==> src/rtl/csr_access_ctrl_if.sv <==
// rtl/csr_access_ctrl_if.sv - request/response handshake and CSR file port bundle for csr_access_ctrl
interface csr_access_ctrl_if #(parameter int XLEN = 32);
    logic            req_valid;
    logic            req_ready;
    logic [2:0]      req_funct3;
    logic [11:0]     req_csr_num;
    logic [XLEN-1:0] req_rs1_value;
    logic [4:0]      req_rs1_idx;
    logic [4:0]      req_rd_idx;
    logic            flush;
    logic            resp_valid;
    logic            resp_ready;
    logic [XLEN-1:0] resp_rd_value;
    logic            resp_exception;
    logic [11:0]     csr_num;
    logic            read_csr;
    logic [XLEN-1:0] read_value;
    logic            write_csr;
    logic [2:0]      write_function;
    logic [XLEN-1:0] write_value;
    logic            illegal_instr_exception;

    modport slave (
        input  req_valid, req_funct3, req_csr_num, req_rs1_value, req_rs1_idx, req_rd_idx,
        input  flush, resp_ready, read_value, illegal_instr_exception,
        output req_ready, resp_valid, resp_rd_value, resp_exception,
        output csr_num, read_csr, write_csr, write_function, write_value
    );

    modport master (
        output req_valid, req_funct3, req_csr_num, req_rs1_value, req_rs1_idx, req_rd_idx,
        output flush, resp_ready, read_value, illegal_instr_exception,
        input  req_ready, resp_valid, resp_rd_value, resp_exception,
        input  csr_num, read_csr, write_csr, write_function, write_value
    );
endinterface

==> src/rtl/csr_access_ctrl.sv <==
// rtl/csr_access_ctrl.sv - Zicsr read-modify-write sequencer between execute and the CSR file
// Optional macro CSR_RO_PRECHECK_EN rejects writes to the read-only CSR space at accept time.
module csr_access_ctrl #(
    parameter int XLEN = 32
) (
    input logic              clock,
    input logic              reset,
    csr_access_ctrl_if.slave bus
);
    typedef enum logic [1:0] {IDLE, READ, WRITE, RESP} state_t;

    state_t          state_q, state_d;
    logic [2:0]      funct3_q;
    logic [XLEN-1:0] src_q;
    logic            do_write_q;
    logic [11:0]     csr_num_q;
    logic [XLEN-1:0] write_value_q;
    logic [2:0]      write_function_q;
    logic [XLEN-1:0] resp_rd_value_q;
    logic            resp_exception_q;

    logic            acc_bad;
    logic            acc_do_read;
    logic            acc_do_write;
    logic            acc_exc;
    logic [XLEN-1:0] acc_src;
    logic [XLEN-1:0] wv_next;

    function automatic logic [XLEN-1:0] rmw(input logic [XLEN-1:0] old,
                                            input logic [XLEN-1:0] src,
                                            input logic [2:0] f3);
        case (f3[1:0])
            2'b10:   rmw = old | src;
            2'b11:   rmw = old & ~src;
            default: rmw = src;
        endcase
    endfunction

    // Request decode: funct3[1:0]==00 is not a Zicsr op; x0/zimm=0 suppress the unneeded access.
    always_comb begin
        acc_bad      = (bus.req_funct3[1:0] == 2'b00);
        acc_do_read  = !((bus.req_funct3[1:0] == 2'b01) && (bus.req_rd_idx == 5'd0));
        acc_do_write = !((bus.req_funct3[1:0] != 2'b01) && (bus.req_rs1_idx == 5'd0));
        acc_src      = bus.req_funct3[2] ? {{(XLEN-5){1'b0}}, bus.req_rs1_idx} : bus.req_rs1_value;
`ifdef CSR_RO_PRECHECK_EN
        acc_exc      = acc_bad || (acc_do_write && (bus.req_csr_num[11:10] == 2'b11));
`else
        acc_exc      = acc_bad;
`endif
    end

    always_ff @(posedge clock) begin
        if (reset) state_q <= IDLE;
        else       state_q <= state_d;
    end

    always_comb begin
        state_d       = state_q;
        bus.req_ready = 1'b0;
        bus.resp_valid = 1'b0;
        bus.read_csr  = 1'b0;
        bus.write_csr = 1'b0;
        unique case (state_q)
            IDLE: begin
                bus.req_ready = 1'b1;
                if (bus.req_valid) begin
                    if (acc_exc)          state_d = RESP;
                    else if (acc_do_read) state_d = READ;
                    else                  state_d = WRITE;
                end
            end
            READ: begin
                bus.read_csr = !bus.flush && !reset;
                if (bus.illegal_instr_exception) state_d = RESP;
                else if (do_write_q)             state_d = WRITE;
                else                             state_d = RESP;
            end
            WRITE: begin
                bus.write_csr = !bus.flush && !reset;
                state_d = RESP;
            end
            RESP: begin
                bus.resp_valid = 1'b1;
                if (bus.resp_ready) state_d = IDLE;
            end
            default: state_d = IDLE;
        endcase
        if (bus.flush) state_d = IDLE;
    end

    // Write data is prepared on entry to WRITE so it is stable for the whole strobe cycle.
    assign wv_next = (state_q == READ) ? rmw(bus.read_value, src_q, funct3_q)
                                       : rmw({XLEN{1'b0}}, acc_src, bus.req_funct3);

    always_ff @(posedge clock) begin
        if (reset) begin
            funct3_q         <= 3'd0;
            src_q            <= '0;
            do_write_q       <= 1'b0;
            csr_num_q        <= 12'd0;
            write_value_q    <= '0;
            write_function_q <= 3'd0;
            resp_rd_value_q  <= '0;
            resp_exception_q <= 1'b0;
        end else if (!bus.flush) begin
            if (state_q == IDLE && bus.req_valid) begin
                funct3_q         <= bus.req_funct3;
                src_q            <= acc_src;
                do_write_q       <= acc_do_write;
                csr_num_q        <= bus.req_csr_num;
                resp_rd_value_q  <= '0;
                resp_exception_q <= acc_exc;
            end
            if (state_q == READ) begin
                resp_rd_value_q <= bus.read_value;
                if (bus.illegal_instr_exception) resp_exception_q <= 1'b1;
            end
            if (state_q == WRITE && bus.illegal_instr_exception) begin
                resp_exception_q <= 1'b1;
                resp_rd_value_q  <= '0;
            end
            if (state_d == WRITE) begin
                write_value_q    <= wv_next;
                write_function_q <= (state_q == READ) ? funct3_q : bus.req_funct3;
            end
        end
    end

    assign bus.csr_num        = csr_num_q;
    assign bus.write_value    = write_value_q;
    assign bus.write_function = write_function_q;
    assign bus.resp_rd_value  = resp_rd_value_q;
    assign bus.resp_exception = resp_exception_q;
endmodule

==> src/flat_wrapper.sv <==
// flat-port wrapper written by rule: the top's interface ports become plain ports
module csr_access_ctrl_flat 
#(
    parameter int XLEN = 32
)
  (clock, reset, bus_req_valid, bus_req_funct3, bus_req_csr_num, bus_req_rs1_value, bus_req_rs1_idx, bus_req_rd_idx, bus_flush, bus_resp_ready, bus_read_value, bus_illegal_instr_exception, bus_req_ready, bus_resp_valid, bus_resp_rd_value, bus_resp_exception, bus_csr_num, bus_read_csr, bus_write_csr, bus_write_function, bus_write_value);
  csr_access_ctrl_if #(.XLEN(XLEN)) bus_i ();
  input logic clock;
  input logic reset;
  input wire logic [$bits(bus_i.req_valid)-1:0] bus_req_valid;
  input wire logic [$bits(bus_i.req_funct3)-1:0] bus_req_funct3;
  input wire logic [$bits(bus_i.req_csr_num)-1:0] bus_req_csr_num;
  input wire logic [$bits(bus_i.req_rs1_value)-1:0] bus_req_rs1_value;
  input wire logic [$bits(bus_i.req_rs1_idx)-1:0] bus_req_rs1_idx;
  input wire logic [$bits(bus_i.req_rd_idx)-1:0] bus_req_rd_idx;
  input wire logic [$bits(bus_i.flush)-1:0] bus_flush;
  input wire logic [$bits(bus_i.resp_ready)-1:0] bus_resp_ready;
  input wire logic [$bits(bus_i.read_value)-1:0] bus_read_value;
  input wire logic [$bits(bus_i.illegal_instr_exception)-1:0] bus_illegal_instr_exception;
  output wire logic [$bits(bus_i.req_ready)-1:0] bus_req_ready;
  output wire logic [$bits(bus_i.resp_valid)-1:0] bus_resp_valid;
  output wire logic [$bits(bus_i.resp_rd_value)-1:0] bus_resp_rd_value;
  output wire logic [$bits(bus_i.resp_exception)-1:0] bus_resp_exception;
  output wire logic [$bits(bus_i.csr_num)-1:0] bus_csr_num;
  output wire logic [$bits(bus_i.read_csr)-1:0] bus_read_csr;
  output wire logic [$bits(bus_i.write_csr)-1:0] bus_write_csr;
  output wire logic [$bits(bus_i.write_function)-1:0] bus_write_function;
  output wire logic [$bits(bus_i.write_value)-1:0] bus_write_value;
  assign bus_i.req_valid = bus_req_valid;
  assign bus_i.req_funct3 = bus_req_funct3;
  assign bus_i.req_csr_num = bus_req_csr_num;
  assign bus_i.req_rs1_value = bus_req_rs1_value;
  assign bus_i.req_rs1_idx = bus_req_rs1_idx;
  assign bus_i.req_rd_idx = bus_req_rd_idx;
  assign bus_i.flush = bus_flush;
  assign bus_i.resp_ready = bus_resp_ready;
  assign bus_i.read_value = bus_read_value;
  assign bus_i.illegal_instr_exception = bus_illegal_instr_exception;
  assign bus_req_ready = bus_i.req_ready;
  assign bus_resp_valid = bus_i.resp_valid;
  assign bus_resp_rd_value = bus_i.resp_rd_value;
  assign bus_resp_exception = bus_i.resp_exception;
  assign bus_csr_num = bus_i.csr_num;
  assign bus_read_csr = bus_i.read_csr;
  assign bus_write_csr = bus_i.write_csr;
  assign bus_write_function = bus_i.write_function;
  assign bus_write_value = bus_i.write_value;
  csr_access_ctrl #(.XLEN(XLEN)) u_core (.clock(clock), .reset(reset), .bus(bus_i));
endmodule
==> config.mk <==
export PLATFORM = sky130hd
export DESIGN_NAME = csr_access_ctrl_flat
export DESIGN_NICKNAME = d
export VERILOG_FILES = /design/src/rtl/csr_access_ctrl_if.sv /design/src/rtl/csr_access_ctrl.sv /design/src/flat_wrapper.sv
export SDC_FILE = /design/constraint.sdc
export NUM_CORES = 1
export LEC_CHECK = 0
export CAP_MARGIN = 20
export CORE_MARGIN = 5
export CORE_UTILIZATION = 40
export CTS_BUF_LIST = sky130_fd_sc_hd__clkbuf_16
export DETAILED_ROUTE_END_ITERATION = 8
export PLACE_DENSITY = 0.73
export SETUP_SLACK_MARGIN = 0.4
export SLEW_MARGIN = 10
export SYNTH_ARGS = -nofsm -noshare
export SYNTH_HDL_FRONTEND = slang
export SYNTH_SLANG_ARGS = --single-unit
export TNS_END_PERCENT = 20
==> constraint.sdc <==
create_clock -name clock -period 2.4 [get_ports clock]
set_clock_uncertainty 0.05 [all_clocks]
set_input_delay 0.24 -clock clock [delete_from_list [all_inputs] [get_ports clock]]
set_output_delay 0.24 -clock clock [all_outputs]
set_load 0.05 [all_outputs]
# [Word level (Yosys, flattened, before mapping)]
# Cells that the tools add are included.
[classes] eq_ne=9 bitwise=4 n_reduce_logical=16 mux=24
[op_table] op="$mux 32" count=6
[op_table] op="$pmux 32 s2" count=1
[op_table] op="$and 32x32->32" count=1
[op_table] op="$not 32->32" count=1
[op_table] op="$or 32x32->32" count=1
[op_table] op="$eq 2x2->1 const B" count=6
[op_table] op="$mux 2" count=6
[op_table] op="$logic_not 5->1" count=2
[op_table] op="$mux 1" count=9
[op_table] op="$pmux 2 s4" count=1
[op_table] op="$reduce_and 2->1" count=3
[op_table] op="$logic_and 1x1->1" count=5
[op_table] op="$eq 2x1->1 const B" count=2
[op_table] op="$logic_not 2->1" count=2
[op_table] op="$logic_not 1->1" count=3
[op_table] op="$mux 3" count=1
[op_table] op="$reduce_bool 3->1" count=1
[op_table] op="$ne 2x1->1 const B" count=1
[op_table] op="$not 1->1" count=1
[totals] elab_cells=62 ff_bits=118 out_inout_bits=84 in_bits=95

# [Logic depth before layout (Yosys ltp)]
# Gate-level depths: netlist of run 1.
[logic_depth] ltp_word=9 mapped_depth=8

# [Worst setup path after synthesis of run 1]
# Ideal clock, no wire load.
[synth_path] path_kind="reg2reg" start="register u_core.state_q[0]" end="register u_core.resp_exception_q, in the netlist u_core.bus.resp_exception" path_stages_with_launch=9 required_ps=2222 path_slack_ps=73 n_path_buf=3 arrival_ps=2149 path_cell_list="dfxtp_1 > buf_2 > nor2_1 > nand2_1 > or2_2 > clkbuf_1 > clkbuf_1 > a21oi_1 > nor2_1"
[synth_between] elab_chain_cells=6 elab_cells_between_ends=9 cone_classes="eq/ne: 2; mux: 4; reduce/logical: 3"
[synth_lines] item="from (decl)" line="csr_access_ctrl.sv:12" rtl="state_t state_q, state_d;"
[synth_lines] item="from (signal assigned)" line="csr_access_ctrl.sv:54" rtl="else state_q <= state_d;"
[synth_lines] item="$logic_not 2->1" line="csr_access_ctrl.sv:106" rtl="if (state_q == IDLE && bus.req_valid) begin"
[synth_lines] item="$logic_and 1x1->1" line="csr_access_ctrl.sv:106"
[synth_lines] item="$mux 1" line="csr_access_ctrl.sv:106"
[synth_lines] item="$mux 1" line="csr_access_ctrl.sv:116" rtl="if (bus.illegal_instr_exception) resp_exception_q <= 1'b1;"
[synth_lines] item="$mux 1" line="csr_access_ctrl.sv:114" rtl="if (state_q == READ) begin"
[synth_lines] item="$mux 1 (*)" line="csr_access_ctrl.sv:118" rtl="if (state_q == WRITE && bus.illegal_instr_exception) begin"
[synth_lines] item="to (signal assigned)" line="csr_access_ctrl.sv:104" rtl="resp_exception_q <= 1'b0;"
[synth_lines] item="to (signal assigned)" line="csr_access_ctrl.sv:116"
[synth_lines] item="to (signal assigned)" line="csr_access_ctrl.sv:119" rtl="resp_exception_q <= 1'b1;"
[synth_lines] item="to (decl)" line="csr_access_ctrl.sv:20" rtl="logic resp_exception_q;"
# Mark *: on every way between the ends. The rest lies on a longest branch, timed or not.
# A chain may end at the register's enable or synchronous reset.

# [Final worst setup path of run 1]
[layout_path] start="register u_core.write_value_q[17], in the netlist u_core.bus.write_value[17]" end="output port bus_write_value[17]"
[layout_rtl] item="from (decl)" line="csr_access_ctrl.sv:17" rtl="logic [XLEN-1:0] write_value_q;"
[layout_rtl] item="from (signal assigned)" line="csr_access_ctrl.sv:123" rtl="write_value_q <= wv_next;"
[layout_rtl] item="to (decl)" line="flat_wrapper.sv:28" rtl="output wire logic [$bits(bus_i.write_value)-1:0] bus_write_value;"
# No word-level cell between the ends.

==> flow_metrics.tcl, run 1 <==
set metrics [dict create \
    synthesis.nets 735 \
    cap_violations 0 \
    first_global_vias 5421 \
    fin_tns_setup_ns 0 \
    drv_slew 0 \
    io_buffers 178 \
    fin_crit_sh_pct 81.2 \
    cp_slowest_stage_delay_ns 0.85 \
    grt_remaining_overflow 0 \
    hold_viol_final 0 \
    synth_area_um2 5110 \
    endpoint_kind "output port" \
    die_y_um 123 \
    cp.arrival_ns 1.66 \
    dr.pass1.iters 5 \
    grt_util_met3_pct 7.91 \
    fin_hold_ws_ns 0.310 \
    area_growth_pct 49.3 \
    cp_max_fo 2 \
    cts_buffers 17 \
    met2_usage_pct 38.5 \
    fillers 1082 \
    worstMarginPinSlew_ns 0.707 \
    ioPinCount 179 \
    status "finished, final reports clean" \
    min_period_ns 1.95 \
    clock_latency_ns 0.42 \
    grt_pass1_wl_um 27800 \
    clock-sinks 118 \
    critPathLaunchType "flip-flop" \
    synthCells 640 \
    yosys_warnings 0 \
    cts_tree "built" \
    ys_async_sr_fraction_pct 0 \
    critPathTopFamily "buffers and inverters" \
    place_area_um2 7110 \
    num_rows 41 \
    fmax_mhz 513 \
    leakagePower_uw 0.00252 \
    synth_edf_count 0 \
    fin_nets 889 \
    route.detailed.drc 0 \
    dp_hpwl_um 12200 \
    avgSynthCellArea_um2 7.98 \
    start_util_pct 40.6 \
    busiest_layer "met2" \
    finalNonFillerCells 976 \
    critPathRequiredTime_ns 2.11 \
    seq_area_frac_synth_pct 46.3 \
    timing.critical_path.buf_inv 1 \
    num_vias 5530 \
    slew_headroom_pct 52.9 \
    grtUsageTotal_pct 23.5 \
    hold_buffers 0 \
    dieWidth_um 123 \
    cts-root-buf "clkbuf_16" \
    ys_types 29 \
    antenna_cells 0 \
    grt_max_degree 66 \
    holdCritPathClass "primary input to flip-flop" \
    setup_viol 0 \
    clock_path_buffers 2 \
    pwr_density_cell_nw_per_um2 684 \
    drtAntennaViolNets 0 \
    slowest_stage "clkdlybuf4s50_1" \
    vias_per_cell 5.67 \
    vdd_drop_max_mv 0.335 \
    fp.coreArea_um2 12600 \
    antenna_found_initial 0 \
    dp_cells 947 \
    routabilityCongestion 0.855 \
    synthFlopType "dfxtp_1" \
    clk_pin_slew_ns 0.05 \
    drive_gt1_share_pct 8.08 \
    htreeDepth 4 \
    die-area_um2 15100 \
    wire_per_inst_um 18.0 \
    grt_use_met1_pct 28.4 \
    ys_ff_latch 118 \
    drt_iter0_drc 480 \
    cp_cell_sequence "clkdlybuf4s50_1" \
    rsz0062_at_grt "true" \
    wl_um 17500 \
    finalInstanceArea_um2 7630 \
    critical_path_class "flip-flop to output port" \
]
metal layers:
layer  wire, um  vias up  share of wire (%)
met2       8390      267                 48
met3       1620       53                9.3
met5          0        -                  0
met1       6870     2586                 39
li1           -     2624                  -
met4        660        0                3.8
final timing paths:
kind / startpoint / to / slack, ns / cells after the start
min: reset / u_core.bus.resp_exception / 0.31 / 2
max reg2reg: u_core.state_q[0] / u_core.bus.write_value[29] / 0.59 / 5
max: u_core.bus.write_value[17] / bus_write_value[17] / 0.45 / 1
min reg2reg: u_core.bus.resp_rd_value[11] / u_core.bus.resp_rd_value[11] / 0.40 / 2
logic make-up (layout without fill, tap and decap cells):
family | Yosys count | after routing | share of synthesized area [%]
buffers and inverters | 74 | 238 | 6.08
DFF | 118 | 118 | 46.3
muxes | 8 | 8 | 1.57
and+or+nand+nor | 184 | 184 | 15.9
AOI/OAI and AO/OA | 256 | 256 | 30.3
through the flow:
step           worst slack, ns  total power, uW  utilization [%]
2_1_floorplan            0.265             2640                -
3_3_place_gp             0.219             3050             56.6
3_5_place_dp            0.0987             3070             56.6
4_1_cts                  0.237             5250             60.5
5_1_grt                  0.382             5430             60.7
6_report                 0.451             5220             60.7
cell usage in the layout (no fill, tap or decap), types with 2 or more instances in the layout:
cell             Yosys  final
clkinv_2             0      3
clkinv_1             0      5
dfxtp_1            118    116
nor2b_1              3      2
nor2_1              13     11
dlygate4sd2_1        0      2
and2_1               3      2
nand3_1             61     61
clkbuf_16            0     17
a31oi_1             27     27
nand2_1             93     93
buf_6                3      2
buf_12               0      6
clkdlybuf4s50_1      0    173
mux2i_1              8      8
inv_1                6      9
dfxtp_2              0      2
nor3_1               6      5
o21ai_0              2      2
buf_4                0     19
a21oi_1            149    147
a211oi_1            71     71
synthesized netlist by cell type (2+ instances only):
cell type / n / area (um^2)
nor2_1: 13 / 48.8
nand3_1: 61 / 305
o21ai_0: 2 / 10.0
buf_6: 3 / 33.8
clkbuf_1: 56 / 210
buf_2: 8 / 40.0
inv_1: 6 / 22.5
nor2b_1: 3 / 18.8
and2_1: 3 / 18.8
mux2i_1: 8 / 80.1
a21oi_1: 149 / 746
a211oi_1: 71 / 533
nor3_1: 6 / 30.0
nand2_1: 93 / 349
a31oi_1: 27 / 169
dfxtp_1: 118 / 2360
flip-flops by register name, summed over array words and instances (netlist names):
register                   count
u_core.do_write_q              1
u_core.funct3_q                3
u_core.bus.write_value        32
u_core.state_q                 2
u_core.bus.resp_rd_value      32
u_core.bus.csr_num            12
u_core.bus.resp_exception      1
u_core.src_q                  32
u_core.bus.write_function      3
cell type report:
| type | instances | area, um^2 | area share [%] |
|---|---|---|---|
| Clock buffer | 17 | 425 | 5.58 |
| Clock inverter | 12 | 75.1 | 0.984 |
| Inverter | 7 | 26.3 | 0.344 |
| Multi-Input combinational cell | 448 | 2490 | 32.6 |
| Sequential cell | 118 | 2360 | 31.0 |
| Tap cell | 172 | 215 | 2.82 |
| Timing Repair Buffer | 202 | 2030 | 26.7 |
power breakdown:
| group | switching (uW) | leakage [uW] | internal (uW) |
|---|---|---|---|
| clock | 820 | 0.000259 | 1360 |
| sequential | 56.1 | 0.000960 | 2040 |
| combinational | 565 | 0.00130 | 371 |
| total | 1440 | 0.00252 | 3770 |
timing repair:
item | CTS | global route
gates resized for setup | 2 | 6
endpoints found under the setup margin | 4 | 68
setup buffers | 0 | 0
Power figures use the tool's default switching activity.
==> run 2, diff against run 1 <==
--- a/config.mk
+++ b/config.mk
@@ -10,7 +10,7 @@
 export CORE_UTILIZATION = 40
 export CTS_BUF_LIST = sky130_fd_sc_hd__clkbuf_16
 export DETAILED_ROUTE_END_ITERATION = 8
-export PLACE_DENSITY = 0.73
+export PLACE_DENSITY = 0.76
 export SETUP_SLACK_MARGIN = 0.4
 export SLEW_MARGIN = 10
 export SYNTH_ARGS = -nofsm -noshare
==> constraint.sdc (replaced) <==
create_clock -name clock -period 1.75 [get_ports clock]
set_clock_uncertainty 0.05 [all_clocks]
set_input_delay 0.175 -clock clock [delete_from_list [all_inputs] [get_ports clock]]
set_output_delay 0.175 -clock clock [all_outputs]
set_load 0.05 [all_outputs]
==> flow_metrics.tcl, run 2 (synthesis results as in run 1) <==
set metrics [dict create \
    status "finished, final reports clean" \
    die-area_um2 15100 \
    setup_viol 0 \
    cp.arrival_ns 1.49 \
    start_util_pct 40.6 \
    place_area_um2 7230 \
    ioPinCount 179 \
    grtUsageTotal_pct 23.7 \
    route.detailed.drc 0 \
    clock_latency_ns 0.41 \
    holdCritPathClass "primary input to flip-flop" \
    slew_headroom_pct 64.4 \
    dp_hpwl_um 12600 \
    hold_viol_final 0 \
    fin_crit_sh_pct 98.0 \
    first_global_vias 5604 \
    cap_violations 0 \
    cts_tree "built" \
    setup_ws_ns 0.0357 \
    clock_path_buffers 2 \
    critPathLaunchType "flip-flop" \
    grt_remaining_overflow 0 \
    min_period_ns 1.71 \
    layout_commonest_cell "a21oi_1" \
    cts-root-buf "clkbuf_16" \
    htreeDepth 4 \
    dieWidth_um 123 \
    drtAntennaViolNets 0 \
    drt_iter0_drc 532 \
    worstMarginPinSlew_ns 0.534 \
    cp_cell_sequence "buf_6 > nor2b_1 > nor3b_2 > buf_12" \
    cts_buffers 17 \
    fp.coreArea_um2 12600 \
    routabilityCongestion 0.846 \
    hold_buffers 0 \
    antenna_cells 0 \
    num_rows 41 \
    clk_pin_slew_ns 0.05 \
    wl_um 18300 \
    fin_nets 909 \
    dr.pass1.iters 5 \
    num_vias 5638 \
    area_growth_pct 53.5 \
    grt_max_degree 58 \
    layout_common_cells "a21oi_1, dfxtp_1, nand2_1, clkdlybuf4s50_1" \
    slowest_stage "dfxtp_4" \
    antenna_found_initial 0 \
    critical_path_class "flip-flop to output port" \
    fmax_mhz 583 \
    die_y_um 123 \
    leakagePower_uw 0.00289 \
    drv_slew 0 \
    pwr_density_cell_nw_per_um2 989 \
    fin_util_pct 62.4 \
    drive_gt1_share_pct 23.4 \
    cp_slowest_stage_delay_ns 0.37 \
    vias_per_cell 5.65 \
    vdd_drop_max_mv 0.556 \
    dpl_worst_slack_ns -0.479 \
    clock-sinks 118 \
    rsz0062_at_grt "true" \
    endpoint_kind "output port" \
    cp_max_fo 5 \
    fin_tns_setup_ns 0 \
    critPathLaunch "u_core.state_q[0]" \
    wire_per_inst_um 18.3 \
    grt_pass1_wl_um 28300 \
    io_buffers 178 \
    hp-start "bus_req_funct3[0]" \
    critPathRequiredTime_ns 1.52 \
    finalInstanceArea_um2 7840 \
    r2r-start "u_core.state_q[0]" \
]
-- run 2: cell count changes in the layout (fill, tap and decap cells not counted), sizes merged --
cell	before	now
bufbuf	0	1
buf	27	104
clkinvlp	0	1
dlymetal6s2s	0	1
bufinv	1	4
clkdlybuf4s50	173	92
inv	10	8
clkbuf	17	41
dlygate4sd2	2	0
-- run 2: repair_timing --
item,CTS,global route
buffers inserted,6,0
pin swaps,3,9
endpoints found under the hold margin,0,0
gates cloned,3,0
endpoints found under the setup margin,172,146
resized for setup,177,71
-- run 2: final timing paths --
kind	endpoint	slack (ns)	depth (start not counted)
worst max-delay path	bus_write_csr	0.04	4
worst min-delay path	u_core.funct3_q[0]	0.15	4
worst max register to register	u_core.bus.write_value[14]	0.05	7
worst min register to register	u_core.bus.resp_rd_value[1]	0.40	2
-- run 2: power by group --
part / internal (uW) / switching (uW)
registers: 2800 / 77.9
clock network: 2330 / 1180
logic: 551 / 822
total: 5680 / 2080
-- run 2: cell type report --
type	instances	area [um^2]
multi-input combinational	448	2610
sequential	118	2370
inverter	7	26.3
clock buffer	17	425
tap	172	215
timing repair buffer	222	2030
fill	1081	4730
clock inverter	14	166
-- run 2: metal layers --
| metal | wire, um | global-route usage (%) | part of all wire, % |
|---|---|---|---|
| met5 | 0 | 0 | 0 |
| met4 | 344 | 8.58 | 1.9 |
| met3 | 1770 | 7.32 | 9.7 |
| met1 | 7180 | 28.2 | 39 |
| met2 | 9010 | 40.4 | 49 |
-- run 2: stage by stage --
step / total power [uW] / hold WS, ns / std cells
2_1_floorplan: 3650 / 0.261 / 640
3_3_place_gp: 4220 / 0.391 / 958
3_5_place_dp: 4250 / 0.394 / 958
4_1_cts: 7760 / 0.145 / 998
5_1_grt: 8020 / 0.183 / 998
6_report: 7760 / 0.151 / 998
-- run 2: worst max-delay path: cells and delay by family (launching register included) --
family,cells,cell delay [ns]
DFF,1,0.37
and+or+nand+nor,2,0.41
buffers and inverters,2,0.30
